$ cat config.mk
export PLATFORM = sky130hd
export DESIGN_NAME = fp_mult_arbiter
export DESIGN_NICKNAME = d
export VERILOG_FILES = /design/src/rtl/fp_mult_arbiter.sv
export SDC_FILE = /design/constraint.sdc
export NUM_CORES = 1
export LEC_CHECK = 0
export ABC_AREA = 1
export CORE_AREA = 2 2 310 312
export DETAILED_ROUTE_END_ITERATION = 10
export DIE_AREA = 0 0 312 314
export GPL_TIMING_DRIVEN = 1
export PLACE_DENSITY = 0.39
export SYNTH_ARGS = -nofsm -noshare
export SYNTH_HDL_FRONTEND = slang
export SYNTH_SLANG_ARGS = --single-unit
$ cat constraint.sdc
create_clock -name i_Clk -period 7.53 [get_ports i_Clk]
set_clock_uncertainty 0.05 [all_clocks]
set_input_delay 1.506 -clock i_Clk [delete_from_list [all_inputs] [get_ports i_Clk]]
set_output_delay 1.506 -clock i_Clk [all_outputs]
set_load 0.005 [all_outputs]
$ cat src/rtl/fp_mult_arbiter.sv
// Arbitrates N requesters onto one pipelined FP multiplier and routes products back by tag.
// Define FP_MULT_ARB_FIXED_PRIO_EN for fixed-priority grant; default is round-robin.
module fp_mult_arbiter #(
    parameter int pNumReq   = 4,
    parameter int pWidthExp = 11,
    parameter int pWidthMan = 52,
    parameter int pPipeline = 5,
    localparam int W = pWidthExp + pWidthMan + 1
) (
    input  logic                 i_Clk,
    input  logic                 i_RstN,
    input  logic [pNumReq-1:0]   iv_ReqValid,
    output logic [pNumReq-1:0]   ov_ReqReady,
    input  logic [pNumReq*W-1:0] iv_ReqA,
    input  logic [pNumReq*W-1:0] iv_ReqB,
    output logic [W-1:0]         ov_MultA,
    output logic [W-1:0]         ov_MultB,
    output logic                 o_MultDv,
    input  logic [2:0]           i3_MultInID,
    input  logic [W-1:0]         iv_MultResult,
    input  logic [2:0]           i3_MultOutID,
    input  logic                 i_MultOf,
    input  logic                 i_MultUf,
    input  logic                 i_MultNaN,
    output logic [pNumReq-1:0]   ov_RspValid,
    output logic [W-1:0]         ov_RspData,
    output logic                 o_RspOf,
    output logic                 o_RspUf,
    output logic                 o_RspNaN,
    input  logic                 i_Flush,
    output logic                 o_FlushDone,
    output logic                 o_IdErr,
    output logic [2:0]           o3_Outstanding
);

    localparam int IW = (pNumReq > 1) ? $clog2(pNumReq) : 1;

    if (pNumReq < 2 || pNumReq > 7 || pPipeline < 1 || pPipeline > 6) begin : g_bad_cfg
        $error("fp_mult_arbiter: unsupported parameter set");
    end

    typedef enum logic [1:0] {RUN, DRAIN, DONE} state_t;

    state_t             state_q;
    logic [2:0]         cnt_q;
    logic               mult_dv_q;
    logic [W-1:0]       mult_a_q, mult_b_q;
    logic [IW-1:0]      mult_src_q;
    logic [pNumReq-1:0] rsp_valid_q;
    logic [W-1:0]       rsp_data_q;
    logic               of_q, uf_q, nan_q, iderr_q;
    logic [7:1]         tag_vld_q;
    logic [IW-1:0]      tag_req_q [1:7];

    logic               can_issue;
    logic [pNumReq-1:0] grant;
    logic [IW-1:0]      gnt_idx;
    logic               xfer;
    logic [W-1:0]       sel_a, sel_b;
    logic               hit, miss;

    assign can_issue = (state_q == RUN) && !i_Flush && (cnt_q != 3'd7);

`ifdef FP_MULT_ARB_FIXED_PRIO_EN
    always_comb begin
        logic found;
        grant   = '0;
        gnt_idx = '0;
        found   = 1'b0;
        for (int i = 0; i < pNumReq; i++) begin
            if (!found && iv_ReqValid[i]) begin
                found    = 1'b1;
                grant[i] = 1'b1;
                gnt_idx  = IW'(i);
            end
        end
        if (!can_issue) grant = '0;
    end
`else
    logic [IW-1:0] ptr_q;

    // Search starts at ptr_q, the index after the last winner.
    always_comb begin
        logic          found;
        logic [IW:0]   sum;
        logic [IW-1:0] idx;
        grant   = '0;
        gnt_idx = '0;
        found   = 1'b0;
        sum     = '0;
        idx     = '0;
        for (int i = 0; i < pNumReq; i++) begin
            sum = {1'b0, ptr_q} + (IW+1)'(i);
            if (sum >= (IW+1)'(pNumReq)) sum = sum - (IW+1)'(pNumReq);
            idx = sum[IW-1:0];
            if (!found && iv_ReqValid[idx]) begin
                found      = 1'b1;
                grant[idx] = 1'b1;
                gnt_idx    = idx;
            end
        end
        if (!can_issue) grant = '0;
    end
`endif

    always_comb begin
        sel_a = '0;
        sel_b = '0;
        for (int k = 0; k < pNumReq; k++) begin
            if (grant[k]) begin
                sel_a = iv_ReqA[k*W +: W];
                sel_b = iv_ReqB[k*W +: W];
            end
        end
    end

    assign xfer = |grant;
    assign hit  = (i3_MultOutID != 3'd0) && tag_vld_q[i3_MultOutID];
    assign miss = (i3_MultOutID != 3'd0) && !tag_vld_q[i3_MultOutID];

    always_ff @(posedge i_Clk) begin
        if (!i_RstN) begin
            state_q     <= RUN;
            cnt_q       <= '0;
            mult_dv_q   <= 1'b0;
            mult_a_q    <= '0;
            mult_b_q    <= '0;
            mult_src_q  <= '0;
            rsp_valid_q <= '0;
            rsp_data_q  <= '0;
            of_q        <= 1'b0;
            uf_q        <= 1'b0;
            nan_q       <= 1'b0;
            iderr_q     <= 1'b0;
            tag_vld_q   <= '0;
`ifndef FP_MULT_ARB_FIXED_PRIO_EN
            ptr_q       <= '0;
`endif
        end else begin
            mult_dv_q <= xfer;
            if (xfer) begin
                mult_a_q   <= sel_a;
                mult_b_q   <= sel_b;
                mult_src_q <= gnt_idx;
`ifndef FP_MULT_ARB_FIXED_PRIO_EN
                if (gnt_idx == IW'(pNumReq - 1)) ptr_q <= '0;
                else                             ptr_q <= gnt_idx + 1'b1;
`endif
            end

            iderr_q     <= miss || (mult_dv_q && (i3_MultInID == 3'd0));
            rsp_valid_q <= '0;
            if (hit) begin
                rsp_valid_q[tag_req_q[i3_MultOutID]] <= 1'b1;
                rsp_data_q <= iv_MultResult;
                of_q       <= i_MultOf;
                uf_q       <= i_MultUf;
                nan_q      <= i_MultNaN;
                tag_vld_q[i3_MultOutID] <= 1'b0;
            end
            // A new tag written on the same index as a retiring one wins.
            if (mult_dv_q && (i3_MultInID != 3'd0)) begin
                tag_vld_q[i3_MultInID] <= 1'b1;
                tag_req_q[i3_MultInID] <= mult_src_q;
            end

            unique case ({xfer, hit})
                2'b10:   if (cnt_q != 3'd7) cnt_q <= cnt_q + 3'd1;
                2'b01:   if (cnt_q != 3'd0) cnt_q <= cnt_q - 3'd1;
                default: ;
            endcase

            unique case (state_q)
                RUN:     if (i_Flush) state_q <= DRAIN;
                DRAIN:   if (cnt_q == 3'd0 && !mult_dv_q) state_q <= DONE;
                DONE:    if (!i_Flush) state_q <= RUN;
                default: state_q <= RUN;
            endcase
        end
    end

    assign ov_ReqReady    = grant;
    assign ov_MultA       = mult_a_q;
    assign ov_MultB       = mult_b_q;
    assign o_MultDv       = mult_dv_q;
    assign ov_RspValid    = rsp_valid_q;
    assign ov_RspData     = rsp_data_q;
    assign o_RspOf        = of_q;
    assign o_RspUf        = uf_q;
    assign o_RspNaN       = nan_q;
    assign o_IdErr        = iderr_q;
    assign o_FlushDone    = (state_q == DONE);
    assign o3_Outstanding = cnt_q;

endmodule

## After elaboration in Yosys (flattened, before gate mapping)

Memories as Yosys holds them, arrays and structs flattened.
Index checks and enable logic that the tools add are counted.

- Add/sub/neg operators: 10
- $mul: 0
- Divide/modulo/power cells: 0
- Magnitude comparators: 18
- Eq/ne operators: 11
- Shift operators: 0
- Multiplexer cells: 62
- Bitwise gates (word level): 6
- Reduce and logical (&&, ||, !) cells: 35

Operators with widths:

| operator | number |
|---|---|
| 2-to-1 mux 64 bit | 8 |
| 2-to-1 mux 2 bit | 12 |
| 2-to-1 mux 7 bit | 3 |
| 2-to-1 mux 4 bit | 5 |
| 2-to-1 mux 1 bit | 18 |
| logical AND 1 bit | 17 |
| < comparator 2 x 3 -> 1 bit (second input constant) | 5 |
| OR 4 bit | 3 |
| demux 1 bit (select 2 bit) | 5 |
| greater-or-equal comparator 2 x 1 -> 1 bit (second input constant) | 5 |
| inequality test 2 bit (second input constant) | 5 |
| greater-or-equal comparator 3 bit (second input constant) | 3 |
| nonzero test 3 bit | 3 |
| binary-select mux 1 bit (select 2 bit) | 4 |
| < comparator 3 x 4 -> 1 bit (second input constant) | 2 |
| subtractor 2 x 1 -> 2 bit (second input constant) | 4 |
| AND 7 bit | 1 |
| inverter 7 bit | 1 |
| OR 7 bit | 1 |
| adder 2 x 2 -> 3 bit (second input constant) | 2 |
| demux 1 bit (select 3 bit) | 2 |
| equality test 2 bit (second input constant) | 3 |
| greater-or-equal comparator 3 x 1 -> 1 bit (second input constant) | 2 |
| logical NOT 1 bit | 6 |
| other kinds (18) | 22 |

- Flip-flop bits (word level): 217
- Bits in latches: 0
- RAM bits: 14
- ROM bits: 0
- Input port bits: 592
- Output and inout bits: 209
- Memories kept: 1

Memory list:

| memory | words | width | read ports | clocked after memory_dff | wr ports | RTL line | RTL |
|---|---|---|---|---|---|---|---|
| tag_req_q | 7 | 2 | 1 | 0 | 1 | 53 | `logic [IW-1:0] tag_req_q [1:7];` |

## Longest topological paths before layout

Gate-level depths: netlist of run 1.

- Word-level depth: 19
- Mapped depth: 25
- Gate-level depth less buffers: 22

## Worst setup path before layout of run 1

OpenSTA, ideal clock, no wires.

- Path type: in2out
- From: in iv_ReqValid[3]
- To: out ov_ReqReady[3]
- Arrival: 2.748 ns
- Data required time: 5.974 ns
- Path slack: 3.226 ns
- Stages: 11
- Path through: inv_1 nand2_1 nand3_2 nand2_2 nor2_2 a22oi_1 nand3_1 nand2_2 buf_4 clkbuf_1 inv_1

- Cells in the longest elaborated chain, start to end: 13

RTL lines:

| item | RTL line | RTL |
|---|---|---|
| start: declaration | 12 | `input logic [pNumReq-1:0] iv_ReqValid,` |
| binary-select mux 1 bit (select 2 bit) | 96 | `if (!found && iv_ReqValid[idx]) begin` |
| 2-to-1 mux 1 bit (implied by the code) | 96 |  |
| 2-to-1 mux 1 bit | 96 |  |
| logical NOT 1 bit | 96 |  |
| logical AND 1 bit | 96 |  |
| 2-to-1 mux 1 bit | 96 |  |
| logical NOT 1 bit | 96 |  |
| logical AND 1 bit | 96 |  |
| 2-to-1 mux 1 bit | 96 |  |
| logical NOT 1 bit | 96 |  |
| logical AND 1 bit | 96 |  |
| 2-to-1 mux 4 bit * | 96 |  |
| 2-to-1 mux 4 bit * | 102 | `if (!can_issue) grant = '0;` |
| end: declaration | 13 | `output logic [pNumReq-1:0] ov_ReqReady,` |

Every way passes the cells marked *; elsewhere a longest branch is shown, timed or not. The select of a mux whose other input is x is not followed.

## Worst setup path in the final report of run 1

- From: in iv_ReqValid[0]
- To: out ov_ReqReady[0]

Same word-level chain as after synthesis.

==> results.txt, run 1 <==
The post-layout instance area is around 25000 µm². The leakage dissipation came out at 0.01038 µW. The total internal power came out at 3925 µW. The worst pin sits at a relative slew slack of 0.1617.

The worst vdd rail ir drop is 0.0002983 V. For the pin with the worst max-slew slack, the measured transition is 1.257 ns. After layout, the worst setup slack is 1.652 ns.

After detailed routing, the total wire length is approximately 89000 µm. For the final routed database, the setup TNS stands at 0 ns. Counting along the longest clock path gives a buffer depth of 3. The HPWL reported at the end of detailed placement came out at 64480 µm. At the worst endpoint, the required time is approximately 6.0 ns.

Summed over all instances, the cell type with the most area after synthesis is sky130_fd_sc_hd__dfxtp_1. The flow ran to the end, and the final reports show no timing, DRC or antenna violations. Clock tree synthesis selected as its root buffer the cell sky130_fd_sc_hd__clkbuf_16.

The min-delay analysis places its worst path in the category reg -> reg. The final period demand of the worst path came out at 5.878 ns. The met3 usage came out at 0.06364.

The number of distinct library cells after synthesis is 42. The remaining number of nets flagged by the antenna check after routing is 0. At the placement stage, the worst setup path has a slack of 1.562 ns. The layout overhead on the synthesized area came out at 67.57%. The vertical die dimension is 314 µm. The initial antenna violation count came out at 40.

The count of buffering cells on the critical path with inverters included is 4. The number of optimization iterations in the first detailed-route pass is 5. Max-cap violations in this run came to 0.

The first global-routing pass estimated 128000 µm of wire. The post-CTS setup-driven buffer insertion count came out at 0. The number of global-route vias before repair is 18370.

The sequential-to-total area share from yosys stat came out at 0.3215. The floorplan has about 110 rows. The number of DRC markers after the initial detailed-route iteration is 972.

The weighted congestion at the end of routability-driven global placement is 0.8244. Of the cells placed in the final design, the portion with a size suffix greater than 1 is 0.03341. The count of nets after finishing is 3755. The peak-usage layer in the global routing report is met2.

The detailed router placed ~19000 vias in this run. After clock tree synthesis, the repair step resized 0 gates. The met2 usage in global routing came out at 0.2947. The count of buffers from port buffering came out at 800. In this run, CTS created clock tree buffers numbering 35. Yosys attributes the largest share of cell area to sky130_fd_sc_hd__dfxtp_1 (29%), sky130_fd_sc_hd__nand2_1 (17%), sky130_fd_sc_hd__nand3_1 (14%). At the later pin of the worst-skew pair, clock insertion delay measures between 0.5 and 0.6 ns. The area share of the largest cell type after synthesis is 0.2932. The post-synthesis average cell area came out at 5.932 µm². Of the total power, the share spent switching nets is 0.4500. The final hold slack came out at 0.4111 ns.

The share of total power dissipated in sequential elements is 0.236. Power spread over the standard cell area amounts to 287.4 nW/µm². Once placement finished, the instance area stood at between 20000 and 25000 µm². The post-synthesis cell area is ~15000 µm².

The die area came out at around 100000 µm². Setup repair after global routing left no endpoint under its margin. The share of the clock period used by the worst path came out at 0.7806.

The total global routing overflow is 0. The count of hold buffers inserted by post-cts repair is 0. The number of remaining DRC errors is 0. The combined global-route utilization of all metal layers is 0.1742.

The per-cell routed wire length came out at between 20 and 25 µm. The highest clock frequency the design can meet is 170.1 MHz. The cell with the biggest individual delay on the critical path is sky130_fd_sc_hd__clkdlybuf4s50_1. The total of flip-flops plus latches after synthesis came out at 231. The net switching power came out at 3211 µW. The delay of the slowest critical-path stage came out at 0.60 ns. The total power is slightly above 7000 µW. The critical path goes through clkdlybuf4s50_1 -> inv_1 -> nand2_1 -> nand3_2 -> nand2_2 -> nor2_2 -> a21oi_1 -> nand3_1 -> nand2_4 -> clkinv_1 -> clkdlybuf4s50_1. The dominant register cell in the synthesized netlist is sky130_fd_sc_hd__dfxtp_1. Counting every net in the synthesized netlist gives 3101. The boundary pin count is 801. The initial standard-cell utilization of the core is 0.1569. The synthesized instance count is 2498.

STA puts the critical path data arrival time at 4.32 ns. The number of warning messages in the yosys log came out at 0. Setup violations remaining at the end of the flow were counted as 0. The final number of max-transition violations came out at 0. The clock drives 231 sinks. The cell family contributing the most delay on the critical path is buffers and inverters. The hold violation count in the final report came out at 0. The floorplan die width is 312 µm. The fraction of synthesis flops using an asynchronous set or reset pin came out at 0. The CTS tree is yes. Entering global routing, the biggest net connects approximately 180 pins. The number of H-tree levels came out at 2.

The number of fill cells came out at 10830. The worst setup path is launched from a primary input. In this design, the critical path's most frequently occurring cell is sky130_fd_sc_hd__clkdlybuf4s50_1. STA classifies the critical path endpoint as an output port.

In this run the standard cell core region covers 94450 µm². The fraction of met1 tracks used by global routing is 0.2037. The clock edge transition at the registers on the reported setup and hold paths is 0.05 ns. By startpoint and endpoint, the worst setup path is classified as in -> out. The proportion of power drawn by the clock network is 0.233. Along the worst path, the maximum fanout reaches 51. The proportion of power drawn by combinational gates came out at 0.531. The mean number of vias per cell is about 4.2. In this run, synthesis inferred 14 flip-flops with an integrated enable.
==> cell usage after synthesis, types with 8 or more instances <==
master                     instances
sky130_fd_sc_hd__buf_4            21
sky130_fd_sc_hd__inv_1           171
sky130_fd_sc_hd__nand2_1         680
sky130_fd_sc_hd__nor2_1          398
sky130_fd_sc_hd__ha_1             11
sky130_fd_sc_hd__clkbuf_1         90
sky130_fd_sc_hd__buf_2            71
sky130_fd_sc_hd__dfxtp_1         217
sky130_fd_sc_hd__o21ai_0         196
sky130_fd_sc_hd__o22ai_1          10
sky130_fd_sc_hd__nand2_2           8
sky130_fd_sc_hd__a21oi_1         131
sky130_fd_sc_hd__nand3_1         410
sky130_fd_sc_hd__buf_6            14
sky130_fd_sc_hd__edfxtp_1         14
==> cells in the final DEF, fill, tap and decap left out, types with 7 or more instances in the layout <==
master and instances:
sky130_fd_sc_hd__buf_4 12, sky130_fd_sc_hd__clkinv_2 7, sky130_fd_sc_hd__edfxtp_1 14, sky130_fd_sc_hd__nand3_1 409, sky130_fd_sc_hd__nor2_1 398, sky130_fd_sc_hd__a21oi_1 131, sky130_fd_sc_hd__o21ai_0 196, sky130_fd_sc_hd__clkbuf_16 35
sky130_fd_sc_hd__nand2_1 678, sky130_fd_sc_hd__inv_1 170, sky130_fd_sc_hd__nand2_2 7, sky130_fd_sc_hd__diode_2 20, sky130_fd_sc_hd__o22ai_1 10, sky130_fd_sc_hd__ha_1 11, sky130_fd_sc_hd__dfxtp_1 217, sky130_fd_sc_hd__clkdlybuf4s50_1 799
==> final timing paths <==
check                           from                        end  slack (ns)  cells past startpoint
max                   iv_ReqValid[0]             ov_ReqReady[0]        1.65                     11
min          tag_vld_q[6]$_SDFF_PN0_    tag_vld_q[6]$_SDFF_PN0_        0.41                      2
max reg2reg                flip-flop  ov_MultA[22]$_SDFFE_PN0P_        3.33                     16
min reg2reg  tag_vld_q[6]$_SDFF_PN0_    tag_vld_q[6]$_SDFF_PN0_        0.41                      2
==> tightest hold or removal path, stage by stage, from the launching register on <==
cell and delay [ns]:
sky130_fd_sc_hd__dfxtp_1 0.31, sky130_fd_sc_hd__nand2_1 0.05, sky130_fd_sc_hd__o22ai_1 0.05
==> metrics by stage <==
stage,std cells,util
CTS,4438,0.2624
global placement,4380,0.2504
global route,4453,0.2628
floorplan,2498,-
finish,4458,0.2629
detailed placement,4380,0.2504
==> layer usage <==
metal  share of wire  vias up
met5          0.0022        -
met4           0.027       34
li1                -     9347
met1            0.41     8457
met2            0.48      605
met3           0.087      122
==> logic make-up after synthesis <==
kind of cell / after synthesis / share of synthesized area
simple gates: 1520 / 0.4293
xor+xnor: 2 / 0.001182
fa+ha+maj: 11 / 0.009288
compound gates: 354 / 0.1234
flops: 231 / 0.3215
buf+inv: 379 / 0.1146
mux: 1 / 0.0006755
==> final cells by class <==
type	instances	area (µm²)	share of cell area
Multi-Input combinational cell	1888	8412	0.3388
Tap cell	1265	1583	0.06374
Clock buffer	45	973.4	0.03920
Inverter	178	675.6	0.02721
Timing Repair Buffer	818	8213	0.3308
Clock inverter	13	158.9	0.006400
Antenna cell	20	50.05	0.002016
Sequential cell	231	4765	0.1919
==> state kept, by name (all words and copies together), names as in the netlist, named ones only <==
register,cells
o_RspOf,1
ptr_q,1
ov_MultA,64
mult_src_q,2
ov_MultB,64
tag_req_q,14
o3_Outstanding,3
tag_vld_q,7
o_RspUf,1
o_RspNaN,1
o_MultDv,1
state_q,2
ov_RspData,64
o_IdErr,1
ov_RspValid,4
==> power by group through the flow <==
| stage | combinational [µW] | sequential (µW) | clock (µW) |
|---|---|---|---|
| after floorplan | 2180 | 1700 | 0 |
| after global placement | 3890 | 1710 | 0 |
| after detailed placement | 3870 | 1710 | 0 |
| after CTS | 3880 | 1690 | 1740 |
| after global routing | 4220 | 1720 | 1780 |
| final | 3790 | 1680 | 1660 |
Note: power is estimated with default switching activity, not from simulation.
==> run 2, diff against run 1 <==
--- a/config.mk
+++ b/config.mk
@@ -10,7 +10,7 @@
 export DETAILED_ROUTE_END_ITERATION = 10
 export DIE_AREA = 0 0 312 314
 export GPL_TIMING_DRIVEN = 1
-export PLACE_DENSITY = 0.39
+export PLACE_DENSITY = 0.4
 export SYNTH_ARGS = -nofsm -noshare
 export SYNTH_HDL_FRONTEND = slang
 export SYNTH_SLANG_ARGS = --single-unit
==> constraint.sdc (replaced) <==
create_clock -name i_Clk -period 5 [get_ports i_Clk]
set_clock_uncertainty 0.05 [all_clocks]
set_input_delay 1 -clock i_Clk [delete_from_list [all_inputs] [get_ports i_Clk]]
set_output_delay 1 -clock i_Clk [all_outputs]
set_load 0.005 [all_outputs]
==> run 2 against run 1 <==
  * Via count up 1.2%
  * Global-route usage up 0.094 points
  * Critical path depth up 1
  * Non-clock buffer count up 20
  * Cell count up 0.49%
  * Clock-buffer cell count up 3
  * Sequential power up 51%
  * Routed wire length up 0.36%
  * Register-to-register slack worse by 2.2 ns
  * Critical path type is now reg -> out
  * Largest power group unchanged
==> results.txt, run 2 (synthesis gave the netlist of run 1 again) <==
Result of the run: complete, no violations (unchanged). The proportion of power drawn by combinational gates is 0.530 (was 0.531). The floorplan die width came out at 312 µm (unchanged).

The post-placement cell count came to 4400 (was 4380). The number of H-tree levels is 2 (unchanged). The final period demand of the worst path came out at 4.690 ns.

The post-CTS setup-driven buffer insertion count is 0 (unchanged). Most frequent cells in the layout: sky130_fd_sc_hd__clkdlybuf4s50_1 (799), sky130_fd_sc_hd__nand2_1 (678), sky130_fd_sc_hd__nand3_1 (409), sky130_fd_sc_hd__nor2_1 (398), sky130_fd_sc_hd__dfxtp_1 (217) (unchanged). Unrepaired setup endpoints after global routing: no (unchanged).

The layout overhead on the synthesized area is 69.51% (was 67.57%). The number of maximum-capacitance constraint violations came out at 0 (unchanged). The total internal power came out at 6086 µW (was 3925 µW).

The final cell utilization of the core came out at 0.2660 (was 0.2629). The share of the clock period used by the worst path is 0.9379. The transition time at the pin with the least slew margin is 1.016 ns (was 1.257 ns). The per-cell routed wire length was 20.00 µm (was 20.03 µm).

The most common cell after layout, fill and taps aside is sky130_fd_sc_hd__clkdlybuf4s50_1 (unchanged). The count of hold buffers inserted by post-cts repair is 0 (unchanged). The startpoint kind of the worst setup timing path is a flip-flop (was primary input). The area taken by flip-flops and latches came out at 4765 µm² (unchanged).

The hold violation count in the final report is 0 (unchanged). The number of fill cells is 10820 (was 10830). The largest fanout of any net on the critical path came to 12 (was 51). The post-layout instance area came out at 25120 µm² (was 24830 µm²). The power density over the cells came to 439.0 nW/µm² (was 287.4 nW/µm²). The initial standard-cell utilization of the core came out at 0.1569 (unchanged).

The cell with the biggest individual delay on the critical path was sky130_fd_sc_hd__dfxtp_1 (was sky130_fd_sc_hd__clkdlybuf4s50_1). The clock root buffer master is sky130_fd_sc_hd__clkbuf_16 (unchanged). The number of clock buffers inserted by TritonCTS is 36 (was 35). The number of optimization iterations in the first detailed-route pass is 5 (unchanged).

The library cell appearing most often on the critical path is sky130_fd_sc_hd__nand2_8 (was sky130_fd_sc_hd__clkdlybuf4s50_1). The leakage dissipation came out at 0.01054 µW (was 0.01038 µW). The total setup violations reported at the end of the flow is 0 (unchanged).

The clock edge transition at the registers on the reported setup and hold paths came out at 0.06 ns (was 0.05 ns). The placed instance area is 23870 µm² (was 23650 µm²). The number of rows in the core area came to 113 (unchanged). The final number of max-transition violations was 0 (unchanged). The clock latency on the worst-skew pair came out at 0.56 ns (about the same). The worst min-delay path class is reg -> reg (unchanged). The CTS tree is yes (unchanged). The share of total power consumed by net switching is 0.4480 (was 0.4500). The boundary pin count came out at 801 (unchanged).

The delay of the slowest critical-path stage is 0.62 ns (was 0.60 ns). The part of the power in registers is 0.230 (was 0.236). The count of buffers from port buffering came to 800 (unchanged). The number of DRC markers after the initial detailed-route iteration came out at 1201 (was 972). The proportion of power drawn by the clock network is 0.240 (was 0.233). The weighted congestion at the end of routability-driven global placement came out at 0.8393 (was 0.8244). The final sum of negative setup slack is 0 ns (unchanged).

Timing would allow up to between 200 and 250 MHz. The number of remaining DRC errors came out at 0 (unchanged). The share of cells above drive strength 1 came out at 0.03941 (was 0.03341). The number of global-route vias before repair is 18560 (was 18370). The final hold slack is 0.4080 ns (was 0.4111 ns). Critical Path, Cell by Cell: inv_4 -> ha_1 -> inv_1 -> nand3_1 -> nand2_2 -> inv_2 -> nor2_2 -> nand4_1 -> nand2_8 -> nand2_8 -> clkinv_1 -> clkdlybuf4s50_1 (was clkdlybuf4s50_1 -> inv_1 -> nand2_1 -> nand3_2 -> nand2_2 -> nor2_2 -> a21oi_1 -> nand3_1 -> nand2_4 -> clkinv_1 -> clkdlybuf4s50_1).

The count of nets after finishing is 3776 (was 3755). The area of the multi-input gates is 8412 µm² (unchanged). The filler-free cell count of the finished design came out at 4480 (was 4458). The core region area was 94450 µm² (unchanged). The combined global-route utilization of all metal layers is 0.1751 (was 0.1742). The clock sink count was 231 (unchanged). The total wirelength of the detailed-routed design is 89620 µm (was 89300 µm). The mean number of vias per cell came out at 4.193 (was 4.164). The number of gates resized after CTS came to 0 (unchanged). The critical path class is reg -> out (was in -> out). The initial antenna violation count is 34 (was 40). The total global routing overflow was 0 (unchanged). The critical path data arrival time is 3.64 ns (was 4.32 ns). The overall via count from detail_route is 18790 (was 18570).

The first-pass GRT wire length is 128000 µm (about the same). The worst vdd rail ir drop is 0.0003572 V (was 0.0002983 V). The vertical die dimension came out at 314 µm (unchanged).

The HPWL reported at the end of detailed placement was 66100 µm (was 64480 µm). The required time at the worst-slack endpoint is 3.95 ns (was 5.97 ns). The maximum buffer depth of the clock tree came to 3 (unchanged). The kind of capture point of the worst setup path was an output port (unchanged). The maximum number of pins on one net before global-route repair was 121 (was 181). The die area came out at 97970 µm² (unchanged). The remaining number of nets flagged by the antenna check after routing came out at 0 (unchanged). The net switching power came out at 4940 µW (was 3211 µW). The worst max-slew margin expressed relative to the limit is 0.3224 (was 0.1617).
-- run 2: cell count changes in the layout (fill, tap and decap cells not counted), sizes merged --
cell / before / now
buf: 19 / 39
clkbuf: 45 / 48
clkinv: 12 / 9
bufinv: 2 / 4
diode: 20 / 18
inv: 177 / 179
-- run 2: critical path: cells and delay by family, from the launching register on --
family | cells | cell delay [ns]
AND/OR/NAND/NOR | 6 | 1.15
flip-flops | 1 | 0.62
adder cells (fa/ha/maj) | 1 | 0.38
buffers and inverters | 5 | 0.93
-- run 2: path summary, 6_finish.rpt --
kind / start / to / slack [ns] / depth (start not counted)
worst max-delay path: flip-flop / ov_ReqReady[1] / 0.31 / 12
worst min register to register: tag_vld_q[6]$_SDFF_PN0_ / tag_vld_q[6]$_SDFF_PN0_ / 0.41 / 2
worst min-delay path: tag_vld_q[6]$_SDFF_PN0_ / tag_vld_q[6]$_SDFF_PN0_ / 0.41 / 2
worst max register to register: flip-flop / o3_Outstanding[2]$_SDFFE_PN0P_ / 1.13 / 21
-- run 2: layer usage --
layer  GRT usage  vias to the layer above  wire length, µm
met4     0.06195                       28             2735
met2      0.2915                      628            42070
met5           0                        -              191
li1            -                     9385                -
met1      0.2122                     8622            37470
met3     0.05481                      122             7152
-- run 2: final cells by class --
type,count,area share
clock inverter,14,0.008518
sequential,231,0.1897
clock buffer,48,0.03925
antenna,18,0.001793
tap,1265,0.06301
inverter,178,0.02690
timing repair buffer,838,0.3359
multi-input combinational,1888,0.3349
-- run 2: metrics by stage --
step / power, µW / setup WS, ns
2_1_floorplan: 5844 / 1.604
3_3_place_gp: 8592 / 0.5431
3_5_place_dp: 8574 / 0.5248
4_1_cts: 11330 / 0.2243
5_1_grt: 11930 / 0.03460
6_report: 11030 / 0.3105
-- run 2: power groups by stage --
stage / combinational, µW / clock (µW) / sequential (µW)
global route: 6510 / 2830 / 2590
detailed placement: 5990 / 0 / 2580
CTS: 6010 / 2770 / 2550
finish: 5840 / 2650 / 2540
global placement: 6020 / 0 / 2580
floorplan: 3290 / 0 / 2560
==> RTL change: new RTL, settings of run 1 <==
Encoding of `state_t`: now one-hot (3 bits for 3 states).
--- a/src/rtl/fp_mult_arbiter.sv
+++ b/src/rtl/fp_mult_arbiter.sv
@@ -39,7 +39,7 @@
         $error("fp_mult_arbiter: unsupported parameter set");
     end
 
-    typedef enum logic [1:0] {RUN, DRAIN, DONE} state_t;
+    typedef enum logic [2:0] {RUN = 3'b001, DRAIN = 3'b010, DONE = 3'b100} state_t;
 
     state_t             state_q;
     logic [2:0]         cnt_q;
Formal check against the unedited RTL: no difference found for any inputs over 4 cycles, from zero or initial values and one cycle with i_RstN low; so few cycles prove little.
==> RTL change against run 1 <==
- wire length is 4.0% higher
- worst setup slack gained 0.44 ns
- sequential power fell by 8%
- core utilization is 0.17 points higher
- sequential cell count up 1
- design area is 0.64% higher
- power rose by 12%
- area after synthesis fell by 0.41%
- first-iteration DRC count grew 11%
- worst hold slack improved by 0.00057 ns
- critical endpoint is now ov_ReqReady[3]
- largest cell class unchanged
- largest power group unchanged
==> RTL change: results (changes against run 1) <==
- Status: complete, no violations
- Adder and majority gate portion of the synthesized area: 0.933% (+0.0038 points)
- Static leakage: 0.0105 uW (+0.92%)
* Via density per instance: 4.19 (+0.57%)
- The routed via count was 18800 (+1.1%).
- The sum of net half-perimeters after detailed placement came to 68.3 mm (+5.9%).
- Critical register-to-register path endpoint: ov_MultB[30]
* Start point of the worst min-delay path: ov_MultB[3]
* Combined flip-flop and latch cell area: 4780 sq um (+0.42%)
- The commonest cells after synthesis are nand2_1 (685), nand3_1 (412), nor2_1 (399).
- The post-synthesis compound-gate area fraction was 12.5% (+0.11 points).
* Cell count after placement: 4396 (+0.37%)
- The stage delay of the slowest cell on the critical path is 0.51 ns (-0.09 ns).
* Total number of nets in the final design: 3772 (+0.45%)
- First-pass GRT wire length: 132 mm (+2.9%)
- The worst hold margin is 0.412 ns (+0.000571 ns).
- The most critical setup path has its startpoint at iv_ReqValid[3].
- The violation count after the first detailed-routing iteration came to 1083 (+11%).
* Critical path peak fanout: 55 (+7.8%)
- Fraction of layout cells with a size suffix above 1: 3.69% (+0.35 points)
* Nets in the synthesized netlist: 3111 (+0.32%)
- The global-route usage over all layers came to 18.1% (+0.68 points).
* Data arrival time at the worst-slack endpoint: 3.88 ns (-0.44 ns)
* Actual slew at the worst max-slew pin: 1.10 ns (-0.160 ns)
* Cell area after placement: 23700 sq um (+0.39%)
- Worst setup path endpoint: ov_ReqReady[3]
* IR Drop Worst-Case VDD: 0.456 mV (+53%)
* Worst hold endpoint: ov_MultB[3]
* Count of fill cells added during filler insertion: 10800 (+0.092%)
- The per-instance average area after synthesis came to 5.88 sq um (-0.80%).
* Worst reg2reg path depth: 17 (+1)
- The post-synthesis xor/xnor area fraction is 0.119% (+0.00048 points).
- Fraction of synthesized area in multiplexers: 0.0678% (+0.00027 points)
RTL change: cell type report:
| type | count | share of cell area, % |
|---|---|---|
| multi-input combinational | 1896 | 33.8 |
| timing repair buffer | 825 | 33.0 |
| sequential | 232 | 19.1 |
| clock buffer | 48 | 4.11 |
| clock inverter | 17 | 0.691 |
| tap | 1265 | 6.33 |
| antenna | 20 | 0.200 |
| inverter | 178 | 2.70 |
RTL change: layer usage:
layer	global-route usage [%]	wire, um
met5	0	229
met4	5.97	1900
met3	6.55	7910
met2	29.4	43700
met1	22.1	39100
RTL change: report_power, final:
part | leakage [uW] | switching (uW) | total (uW) | internal (uW)
clock | 0.000590 | 721 | 1760 | 1040
sequential | 0.00189 | 130 | 1550 | 1420
combinational | 0.00800 | 3200 | 4690 | 1490
total | 0.0105 | 4050 | 8000 | 3950
